`config.mk`:
```
export PLATFORM = sky130hd
export DESIGN_NAME = if_prefetch_buffer_flat
export DESIGN_NICKNAME = d
export VERILOG_FILES = /design/src/rtl/if_prefetch_buffer_pkg.sv /design/src/rtl/if_prefetch_buffer_if.sv /design/src/rtl/if_prefetch_buffer_pf_fifo.sv /design/src/rtl/if_prefetch_buffer.sv /design/src/flat_wrapper.sv
export SDC_FILE = /design/constraint.sdc
export NUM_CORES = 1
export LEC_CHECK = 0
export CAP_MARGIN = 25
export CORE_ASPECT_RATIO = 0.5
export CORE_MARGIN = 2
export CORE_UTILIZATION = 30
export CTS_BUF_LIST = sky130_fd_sc_hd__clkbuf_8
export DETAILED_ROUTE_END_ITERATION = 16
export GPL_TIMING_DRIVEN = 0
export PLACE_DENSITY = 0.46
export SLEW_MARGIN = 0
export SYNTH_ARGS = -nofsm -noshare
export SYNTH_HDL_FRONTEND = slang
export SYNTH_SLANG_ARGS = --single-unit
```
`constraint.sdc`:
```
create_clock -name clk -period 8.5 [get_ports clk]
set_input_delay 1.7 -clock clk [delete_from_list [all_inputs] [get_ports clk]]
set_output_delay 1.7 -clock clk [all_outputs]
set_load 0.02 [all_outputs]
```
`src/rtl/if_prefetch_buffer_pkg.sv`:
```
// Shared types and constants for the instruction prefetch buffer:
// default widths, reset PC, the fetch-entry bundle and the drain FSM states.
package if_prefetch_buffer_pkg;

    localparam int          PF_XLEN     = 32;
    localparam logic [31:0] PF_RESET_PC = 32'h0;

    typedef struct packed {
        logic [PF_XLEN-1:0] pc;
        logic [PF_XLEN-1:0] instr;
    } fetch_entry_t;

    typedef enum logic {
        PF_RUN   = 1'b0,
        PF_DRAIN = 1'b1
    } pf_state_e;

endpackage

```
`src/rtl/if_prefetch_buffer_if.sv`:
```
// Bus bundle of the prefetch buffer: imem request/response and IF-side fetch handshake.
// master = prefetch buffer, slave = memory + IF stage environment.
interface if_prefetch_buffer_if
    import if_prefetch_buffer_pkg::*;
#(
    parameter int XLEN = PF_XLEN
);

    logic            imem_req_valid;
    logic [XLEN-1:0] imem_req_addr;
    logic            imem_req_ready;
    logic            imem_rsp_valid;
    logic [XLEN-1:0] imem_rsp_data;
    logic            fetch_valid;
    logic [XLEN-1:0] fetch_instr;
    logic [XLEN-1:0] fetch_pc;
    logic            fetch_ready;

    modport master (
        output imem_req_valid, imem_req_addr,
        input  imem_req_ready,
        input  imem_rsp_valid, imem_rsp_data,
        output fetch_valid, fetch_instr, fetch_pc,
        input  fetch_ready
    );

    modport slave (
        input  imem_req_valid, imem_req_addr,
        output imem_req_ready,
        output imem_rsp_valid, imem_rsp_data,
        input  fetch_valid, fetch_instr, fetch_pc,
        output fetch_ready
    );

endinterface

```
`src/rtl/if_prefetch_buffer_pf_fifo.sv`:
```
// pf_fifo: DEPTH-entry circular buffer with push/pop/flush and occupancy count.
// Ports: flush_i (priority, empties), push_i/push_data_i, pop_i, head_o, count_o.
module pf_fifo
    import if_prefetch_buffer_pkg::*;
#(
    parameter int DEPTH = 4,
    parameter int W     = 2 * PF_XLEN
) (
    input  logic                   clk,
    input  logic                   rst_n,
    input  logic                   flush_i,
    input  logic                   push_i,
    input  logic [W-1:0]           push_data_i,
    input  logic                   pop_i,
    output logic [W-1:0]           head_o,
    output logic [$clog2(DEPTH):0] count_o
);

    localparam int AW = $clog2(DEPTH);

    logic [W-1:0]  mem_q [DEPTH];
    logic [AW-1:0] rd_ptr_q, rd_ptr_d;
    logic [AW-1:0] wr_ptr_q, wr_ptr_d;
    logic [AW:0]   count_q, count_d;

    always_comb begin
        rd_ptr_d = rd_ptr_q;
        wr_ptr_d = wr_ptr_q;
        count_d  = count_q;
        if (flush_i) begin
            rd_ptr_d = '0;
            wr_ptr_d = '0;
            count_d  = '0;
        end else begin
            if (push_i) wr_ptr_d = wr_ptr_q + 1'b1;
            if (pop_i)  rd_ptr_d = rd_ptr_q + 1'b1;
            count_d = count_q + {{AW{1'b0}}, push_i}
                              - {{AW{1'b0}}, pop_i};
        end
    end

    always_ff @(posedge clk) begin
        if (!rst_n) begin
            rd_ptr_q <= '0;
            wr_ptr_q <= '0;
            count_q  <= '0;
        end else begin
            rd_ptr_q <= rd_ptr_d;
            wr_ptr_q <= wr_ptr_d;
            count_q  <= count_d;
        end
    end

    // Storage needs no reset: count_q gates every read.
    always_ff @(posedge clk) begin
        if (push_i && !flush_i) mem_q[wr_ptr_q] <= push_data_i;
    end

    assign head_o  = mem_q[rd_ptr_q];
    assign count_o = count_q;

endmodule

```
`src/rtl/if_prefetch_buffer.sv`:
```
// if_prefetch_buffer: sequential instruction prefetch queue feeding the IF/ID register.
// Ports: clk, rst_n (sync, active-low), pf_bus (imem req/rsp + fetch handshake),
//        redirect_valid/redirect_pc (flush + restart). Define IF_PREFETCH_PERF_EN to add
//        perf_flush_cnt / perf_empty_cnt saturating event counters.
module if_prefetch_buffer
    import if_prefetch_buffer_pkg::*;
#(
    parameter int              DEPTH    = 4,
    parameter int              XLEN     = PF_XLEN,
    parameter logic [XLEN-1:0] RESET_PC = XLEN'(PF_RESET_PC)
) (
    input  logic                 clk,
    input  logic                 rst_n,
    if_prefetch_buffer_if.master pf_bus,
    input  logic                 redirect_valid,
    input  logic [XLEN-1:0]      redirect_pc
`ifdef IF_PREFETCH_PERF_EN
    ,
    output logic [31:0]          perf_flush_cnt,
    output logic [31:0]          perf_empty_cnt
`endif
);

    // Inflight can exceed DEPTH while stale streams drain; give headroom.
    localparam int CW = $clog2(DEPTH) + 4;

    logic [XLEN-1:0]         next_pc_q, next_pc_d;
    logic [XLEN-1:0]         rsp_pc_q, rsp_pc_d;
    logic [CW-1:0]           inflight_q, inflight_d;
    logic [CW-1:0]           discard_q, discard_d;
    pf_state_e               state_q, state_d;
    logic [$clog2(DEPTH):0]  cnt;
    logic [2*XLEN-1:0]       head;
    logic [CW-1:0]           used;
    logic                    req_valid, issue;
    logic                    rsp_acc, drop, keep;
    logic                    fetch_valid, pop;

    // Space is reserved at issue, so the queue can never overflow.
    assign used      = (inflight_q - discard_q) + CW'(cnt);
    assign req_valid = !redirect_valid && (used < CW'(DEPTH));
    assign issue     = req_valid && pf_bus.imem_req_ready;

    // A response with nothing outstanding is a bus error and is ignored.
    assign rsp_acc = pf_bus.imem_rsp_valid && (inflight_q != '0);
    assign drop    = rsp_acc && (state_q == PF_DRAIN);
    assign keep    = rsp_acc && !drop && !redirect_valid;

    assign fetch_valid = (cnt != '0);
    assign pop         = fetch_valid && pf_bus.fetch_ready && !redirect_valid;

    always_comb begin
        next_pc_d  = next_pc_q;
        rsp_pc_d   = rsp_pc_q;
        inflight_d = inflight_q;
        discard_d  = discard_q;
        if (rsp_acc) inflight_d = inflight_q - 1'b1;
        if (redirect_valid) begin
            next_pc_d = redirect_pc;
            rsp_pc_d  = redirect_pc;
            // Everything still outstanding now belongs to the dead stream.
            discard_d = inflight_d;
        end else begin
            if (issue) begin
                next_pc_d  = next_pc_q + XLEN'(4);
                inflight_d = inflight_d + 1'b1;
            end
            if (drop) discard_d = discard_q - 1'b1;
            // Fetch is strictly sequential, so a live response's PC is
            // the stream base plus four per response already accepted.
            if (keep) rsp_pc_d = rsp_pc_q + XLEN'(4);
        end
        state_d = (discard_d != '0) ? PF_DRAIN : PF_RUN;
    end

    always_ff @(posedge clk) begin
        if (!rst_n) begin
            next_pc_q  <= RESET_PC;
            rsp_pc_q   <= RESET_PC;
            inflight_q <= '0;
            discard_q  <= '0;
            state_q    <= PF_RUN;
        end else begin
            next_pc_q  <= next_pc_d;
            rsp_pc_q   <= rsp_pc_d;
            inflight_q <= inflight_d;
            discard_q  <= discard_d;
            state_q    <= state_d;
        end
    end

    pf_fifo #(
        .DEPTH (DEPTH),
        .W     (2 * XLEN)
    ) u_fifo (
        .clk         (clk),
        .rst_n       (rst_n),
        .flush_i     (redirect_valid),
        .push_i      (keep),
        .push_data_i ({rsp_pc_q, pf_bus.imem_rsp_data}),
        .pop_i       (pop),
        .head_o      (head),
        .count_o     (cnt)
    );

    assign pf_bus.imem_req_valid = req_valid;
    assign pf_bus.imem_req_addr  = next_pc_q;
    assign pf_bus.fetch_valid    = fetch_valid;
    assign pf_bus.fetch_pc       = head[2*XLEN-1:XLEN];
    assign pf_bus.fetch_instr    = head[XLEN-1:0];

`ifdef IF_PREFETCH_PERF_EN
    logic [31:0] flush_cnt_q, empty_cnt_q;

    always_ff @(posedge clk) begin
        if (!rst_n) begin
            flush_cnt_q <= '0;
            empty_cnt_q <= '0;
        end else begin
            if (redirect_valid && (flush_cnt_q != '1))
                flush_cnt_q <= flush_cnt_q + 32'd1;
            if (!fetch_valid && pf_bus.fetch_ready && (empty_cnt_q != '1))
                empty_cnt_q <= empty_cnt_q + 32'd1;
        end
    end

    assign perf_flush_cnt = flush_cnt_q;
    assign perf_empty_cnt = empty_cnt_q;
`endif

endmodule
```
`src/flat_wrapper.sv`:
```
// flat-port wrapper written by rule: the top's interface ports become plain ports
module if_prefetch_buffer_flat import if_prefetch_buffer_pkg::*;
#(
    parameter int              DEPTH    = 4,
    parameter int              XLEN     = PF_XLEN,
    parameter logic [XLEN-1:0] RESET_PC = XLEN'(PF_RESET_PC)
)
  (clk, rst_n, redirect_valid, redirect_pc, pf_bus_imem_req_valid, pf_bus_imem_req_addr, pf_bus_imem_req_ready, pf_bus_imem_rsp_valid, pf_bus_imem_rsp_data, pf_bus_fetch_valid, pf_bus_fetch_instr, pf_bus_fetch_pc, pf_bus_fetch_ready);
  if_prefetch_buffer_if #(.XLEN(XLEN)) pf_bus_i ();
  input  logic clk;
  input  logic rst_n;
  input  logic redirect_valid;
  input  logic [XLEN-1:0] redirect_pc;
  output wire logic [$bits(pf_bus_i.imem_req_valid)-1:0] pf_bus_imem_req_valid;
  output wire logic [$bits(pf_bus_i.imem_req_addr)-1:0] pf_bus_imem_req_addr;
  input wire logic [$bits(pf_bus_i.imem_req_ready)-1:0] pf_bus_imem_req_ready;
  input wire logic [$bits(pf_bus_i.imem_rsp_valid)-1:0] pf_bus_imem_rsp_valid;
  input wire logic [$bits(pf_bus_i.imem_rsp_data)-1:0] pf_bus_imem_rsp_data;
  output wire logic [$bits(pf_bus_i.fetch_valid)-1:0] pf_bus_fetch_valid;
  output wire logic [$bits(pf_bus_i.fetch_instr)-1:0] pf_bus_fetch_instr;
  output wire logic [$bits(pf_bus_i.fetch_pc)-1:0] pf_bus_fetch_pc;
  input wire logic [$bits(pf_bus_i.fetch_ready)-1:0] pf_bus_fetch_ready;
  assign pf_bus_imem_req_valid = pf_bus_i.imem_req_valid;
  assign pf_bus_imem_req_addr = pf_bus_i.imem_req_addr;
  assign pf_bus_i.imem_req_ready = pf_bus_imem_req_ready;
  assign pf_bus_i.imem_rsp_valid = pf_bus_imem_rsp_valid;
  assign pf_bus_i.imem_rsp_data = pf_bus_imem_rsp_data;
  assign pf_bus_fetch_valid = pf_bus_i.fetch_valid;
  assign pf_bus_fetch_instr = pf_bus_i.fetch_instr;
  assign pf_bus_fetch_pc = pf_bus_i.fetch_pc;
  assign pf_bus_i.fetch_ready = pf_bus_fetch_ready;
  if_prefetch_buffer #(.DEPTH(DEPTH), .XLEN(XLEN), .RESET_PC(RESET_PC)) u_core (.clk(clk), .rst_n(rst_n), .pf_bus(pf_bus_i), .redirect_valid(redirect_valid), .redirect_pc(redirect_pc));
endmodule
```
Yosys cells after proc, flatten, opt, wreduce, memory -nomap -nowiden
Memory sizes are Yosys's and may differ from the RTL's. A register that Yosys moved wholly into a read port is not among the register bits.
Cells that the tools add are included.
- reductions and logical operators: 17
- order comparisons: 1
- multiplexer cells: 14
- add/subtract/negate cells: 11
- bitwise logic cells: 1
- operator list (cell ; count):
    two-way mux 32 bit ; 4
    adder 32 x 3 -> 32 bit (second input constant) ; 2
    two-way mux 6 bit ; 5
    nonzero test 6 bit ; 2
    subtractor 6 x 1 -> 6 bit (second input constant) ; 2
    logical AND 1 bit ; 9
    adder 6 x 1 -> 6 bit (second input constant) ; 1
    adder 6 x 3 -> 6 bit ; 1
    less-than comparator 6 x 3 -> 1 bit (second input constant) ; 1
    subtractor 6 bit ; 1
    adder 2 x 1 -> 2 bit (second input constant) ; 2
    two-way mux 2 bit ; 2
    nonzero test 2 bit ; 2
    adder 3 x 1 -> 3 bit ; 1
    two-way mux 1 bit ; 3
    nonzero test 3 bit ; 1
    subtractor 3 x 1 -> 3 bit ; 1
    zero test 1 bit ; 2
    OR reduction 2 bit ; 1
    NOT 1 bit ; 1
- memories: 1
- memory bits (writable): 256
- output and inout port bits: 98
- word-level logic and storage cells: 53
- register bits after elaboration: 84
- input port bits: 70
- memories (name ; depth ; bits a word ; rd ports ; clocked after memory_dff ; wr ports ; line ; source):
    u_core.u_fifo.mem_q ; 4 ; 64 ; 1 ; 1 ; 1 ; if_prefetch_buffer_pf_fifo.sv:21 ; logic [W-1:0] mem_q [DEPTH];

Depth between registers and ports, before layout
- depth in word-level cells: 9
- mapped depth: 14
- mapped depth without buffers: 14

Hierarchy
From an unflattened synthesis, not the netlist that was laid out.
- cells, all modules: 939
- area, all modules: 14320.0 um^2
- by module, submodules not included (module ; times used ; area each (um^2) ; sequential area each (um^2) ; cells each):
    pf_fifo ; 1 ; 9756.9 ; 7867.5 ; 379
    if_prefetch_buffer ; 1 ; 4563.1 ; 1541.5 ; 560

Least setup slack after synthesis
Ideal clock, no wire load.
- path type: input port to flip-flop
- from: input port pf_bus_imem_rsp_valid
- to: memory u_core.u_fifo.mem_q[0][0] (netlist bit), enable pin
- library setup time: 0.429 ns
- cell stages on the path: 5
- arrival: 4.242 ns
- path buffers: 2
- path slack: 3.828 ns
- cell sequence: buf_2 -> inv_1 -> a211oi_2 -> clkbuf_1 -> and3_1
- cells in the longest elaborated chain, start to end: 8
- RTL lines (what ; line ; source):
    start, declared ; flat_wrapper.sv:17 ; input wire logic [$bits(pf_bus_i.imem_rsp_valid)-1:0] pf_bus_imem_rsp_valid;
    logical AND 1 bit (*) ; if_prefetch_buffer.sv:45 ; assign rsp_acc = pf_bus.imem_rsp_valid && (inflight_q != '0);
    logical AND 1 bit ; if_prefetch_buffer.sv:46 ; assign drop = rsp_acc && (state_q == PF_DRAIN);
    zero test 1 bit ; if_prefetch_buffer.sv:47 ; assign keep = rsp_acc && !drop && !redirect_valid;
    logical AND 1 bit (*) (2 in a row) ; if_prefetch_buffer.sv:47 ;
    logical AND 1 bit (*) ; if_prefetch_buffer_pf_fifo.sv:56 ; if (push_i && !flush_i) mem_q[wr_ptr_q] <= push_data_i;
    two-way mux 1 bit (*) ; if_prefetch_buffer_pf_fifo.sv:56 ;
    two-way mux 1 bit (implied by the code) (*) ; if_prefetch_buffer_pf_fifo.sv:56 ;
    end, declared ; if_prefetch_buffer_pf_fifo.sv:21 ;
Every way passes the cells marked *; elsewhere a longest branch is shown, timed or not.

Worst setup path in the final report
- from: input port redirect_valid
- to: output port pf_bus_imem_req_valid
- cells in the longest elaborated chain, start to end: 2
- RTL lines (what ; line ; source):
    start, declared ; flat_wrapper.sv:12 ; input logic redirect_valid;
    zero test 1 bit ; if_prefetch_buffer.sv:41 ; assign req_valid = !redirect_valid && (used < CW'(DEPTH));
    logical AND 1 bit ; if_prefetch_buffer.sv:41 ;
    end, declared ; flat_wrapper.sv:14 ; output wire logic [$bits(pf_bus_i.imem_req_valid)-1:0] pf_bus_imem_req_valid;
No other way between the ends.

==> metrics.yaml <==
run_status:
  status: "finished clean"
finish:
  layout_common_cells: "256 x edfxtp_1, 165 x clkdlybuf4s50_1, 86 x dfxtp_1, 64 x mux4_2, 54 x inv_1"
  drive_gt1_frac: 0.137
  final_util: 0.388
  finalNetCount: 1240
  final_common_cell: "edfxtp_1"
  final_cells: 1822
  final_cell_area_sq_um: 17700
  area_growth_pct: 26.0
timing:
  slew_headroom: 0.362
  fin_skew_ns: 0.0384
  rsz0062_at_grt: "false"
  finalHoldViolCount: 0
  tightestPinTransition_ns: 0.957
  max_freq_mhz: 172
  period_share: 0.685
  period_minus_slack_ns: 5.82
  fin_setup_tns_ns: 0
  setup_viol: 0
  slew_viol_final: 0
power_and_ir_drop:
  p_clk_frac: 0.308
  power_switching_mw: 1.37
  p_comb_frac: 0.237
  sw_frac_of_total: 0.314
  intPower_mw: 2.99
  leakage_nw: 5.70
  p_per_area_nw_per_um2: 246
  ir_worst_vdd_mv: 0.143
  pwr-share-seq: 0.455
critical_path:
  r2r_cells: 7
  startpoint_type: "input pin"
  cp.arrival_ns: 4.12
  worstPathMaxFanout: 10
  critPathKind: "in2out"
  r2r_start: "u_core.inflight_q[0]"
  rr_endpoint: "u_core.u_fifo.mem_q[3][60]"
  critPathCaptureType: "primary output"
  cp.required_ns: 6.80
  ff2ff_setup_slack_ns: 4.96
clock_network:
  cts_buffers: 53
  cts.repair.resized: 0
  insertion_delay_ns: 0.62
  cts_setup_buffers: 0
  clk_pin_slew_ns: 0.06
  cts-root-buf: "clkbuf_8"
  cts_buffer_depth: 3
  hold_buffers: 0
  htreeDepth: 2
  tritoncts: "built"
  cts.sinks: 342
worst_hold_path:
  worst_hold_path.endpoint: "u_core.pf_bus.imem_req_addr[1]"
  whs_path_depth: 2
  hp-class: "reg2reg"
  hp-start: "u_core.pf_bus.imem_req_addr[1]"
routing:
  drt-total-wl_um: 37400
  dr.pass1.iters: 4
  drcViolationCount: 0
  num_vias: 8706
  vias_per_cell: 4.78
  first_iter_violations: 483
  ant_nets: 0
  wl_per_cell_um: 20.5
floorplanning:
  core-area_sq_um: 45700
  fp.dieH_um: 157
  ios: 168
  rows: 55
  initial_core_util: 0.307
  dieWidth_um: 310
  die_area_sq_um: 48700
place:
  portBuffers: 165
  postPlaceCellArea_sq_um: 16600
  gp_congestion: 0.807
  dpl.hpwl_um: 25600
  place_inst: 1717
synthesis:
  yosysUniqueCellTypes: 60
  syn-num-nets: 1011
  synth.cell_area_sq_um: 14000
  syn_inst: 919
  yosysSeqAreaShare: 0.670
  ys_warn_count: 0
  synth.avg_cell_area_sq_um: 15.3
  ys_ff_latch: 342
  async_reset_ff_frac: 0
  synth_ff_type: "edfxtp_1"
  synth_edf_count: 256
global_route:
  grt_max_degree: 49
  grtUsageMet2: 0.270
  gr-usage-met1: 0.192
  grt_use_met3: 0.0273
  grt_pass1_vias: 9128
  grt_overflow: 0
  antenna_found_initial: 2
  busiest_layer: "met2"
  grt_usage: 0.154
  grt_first_pass_wirelength_um: 55600
job:
  maxCapViolCount: 0
==> routing by layer <==
layer  up-vias  share of wire
li1       4068              -
met1      4404           0.43
met2       176           0.51
met3        58          0.036
met4         0          0.024
met5         -              0
==> Yosys cell counts, drive strengths merged, types with 2 or more instances <==
cell type  number  share of area
or4b            2         0.0014
nor4           14         0.0076
and3b           2         0.0012
nor3b           3         0.0016
o211a           2         0.0014
nor4b           2         0.0012
clkbuf         27         0.0073
or2             3         0.0013
xnor2          39          0.026
a211oi          2         0.0014
xor2           21          0.013
o31ai           4         0.0021
ha             19          0.017
nand2          44          0.012
and3           13         0.0058
o31a            2         0.0012
or3            18         0.0087
fa              3         0.0043
nand4          24          0.012
a21oi          47          0.017
nor3           17         0.0064
dfxtp          86           0.12
inv            34         0.0091
buf            11         0.0031
o22ai           3         0.0023
mux4           64           0.10
or4             4         0.0021
nor2b           3         0.0013
and4            4         0.0025
nor2           30         0.0080
nand2b          3         0.0013
o21ai          55          0.020
edfxtp        256           0.55
nand3          23         0.0086
a31oi          15         0.0067
mux2i           8         0.0057
==> how the worst max path moves through the flow <==
stage | endpoint | slack (ns) | start | cells after the start
after CTS | pf_bus_imem_req_valid | 2.67 | redirect_valid | 5
after floorplan | u_core.u_fifo.mem_q[0][0] | 3.83 | pf_bus_imem_rsp_valid | 5
after global routing | pf_bus_imem_req_valid | 2.60 | redirect_valid | 5
after global placement | u_core.u_fifo.mem_q[3][31] | 1.12 | redirect_valid | 5
final | pf_bus_imem_req_valid | 2.68 | redirect_valid | 5
after detailed placement | pf_bus_imem_req_valid | 2.67 | redirect_valid | 5
==> kinds of logic (layout without fill, tap and decap cells) <==
logic type / Yosys count / in the layout / synth area share
mux: 72 / 72 / 0.108
compound gates: 139 / 139 / 0.0586
simple gates: 211 / 211 / 0.0836
flops: 342 / 342 / 0.670
fa+ha+maj: 22 / 22 / 0.0212
buf+inv: 73 / 347 / 0.0198
other cells: 0 / 2 / 0
xor+xnor: 60 / 60 / 0.0387
==> power groups by stage <==
stage	sequential (mW)	combinational (mW)	clock [mW]
floorplan	2.00	0.668	0
global placement	2.02	1.02	0
detailed placement	2.02	1.04	0
CTS	1.98	1.04	1.39
global route	1.99	1.13	1.47
finish	1.98	1.03	1.34
==> sequential cells by signal (all words and copies together), names as in the netlist, named ones only <==
register and flops:
u_core.u_fifo.mem_q 256, u_core.pf_bus.imem_req_addr 32, u_core.u_fifo.wr_ptr_q 2, u_core.inflight_q 6, u_core.rsp_pc_q 32, u_core.u_fifo.rd_ptr_q 2
u_core.discard_q 6, u_core.u_fifo.count_o 3, u_core.state_q 1
==> critical path, stage by stage <==
cell and delay (ns):
clkdlybuf4s50_1 0.64, clkbuf_1 0.38, buf_1 0.63, nor3_1 0.19, clkdlybuf4s50_1 0.58
==> area by class of cell <==
class / instances / area (sq um)
tap: 627 / 785
buffer: 38 / 146
clock inverter: 47 / 294
sequential: 342 / 9410
antenna: 2 / 5.00
inverter: 35 / 131
timing repair buffer: 174 / 1830
clock buffer: 53 / 729
fill: 4359 / 28000
multi-input combinational: 504 / 4380
==> through the flow <==
| stage | power, mW | hold WS (ns) | setup slack [ns] |
|---|---|---|---|
| global route | 4.59 | 0.494 | 2.60 |
| global placement | 3.04 | 0.453 | 1.12 |
| floorplan | 2.67 | 0.460 | 3.83 |
| finish | 4.35 | 0.457 | 2.68 |
| detailed placement | 3.05 | 0.457 | 2.67 |
| CTS | 4.41 | 0.466 | 2.67 |
(Power assumes the default switching activity.)
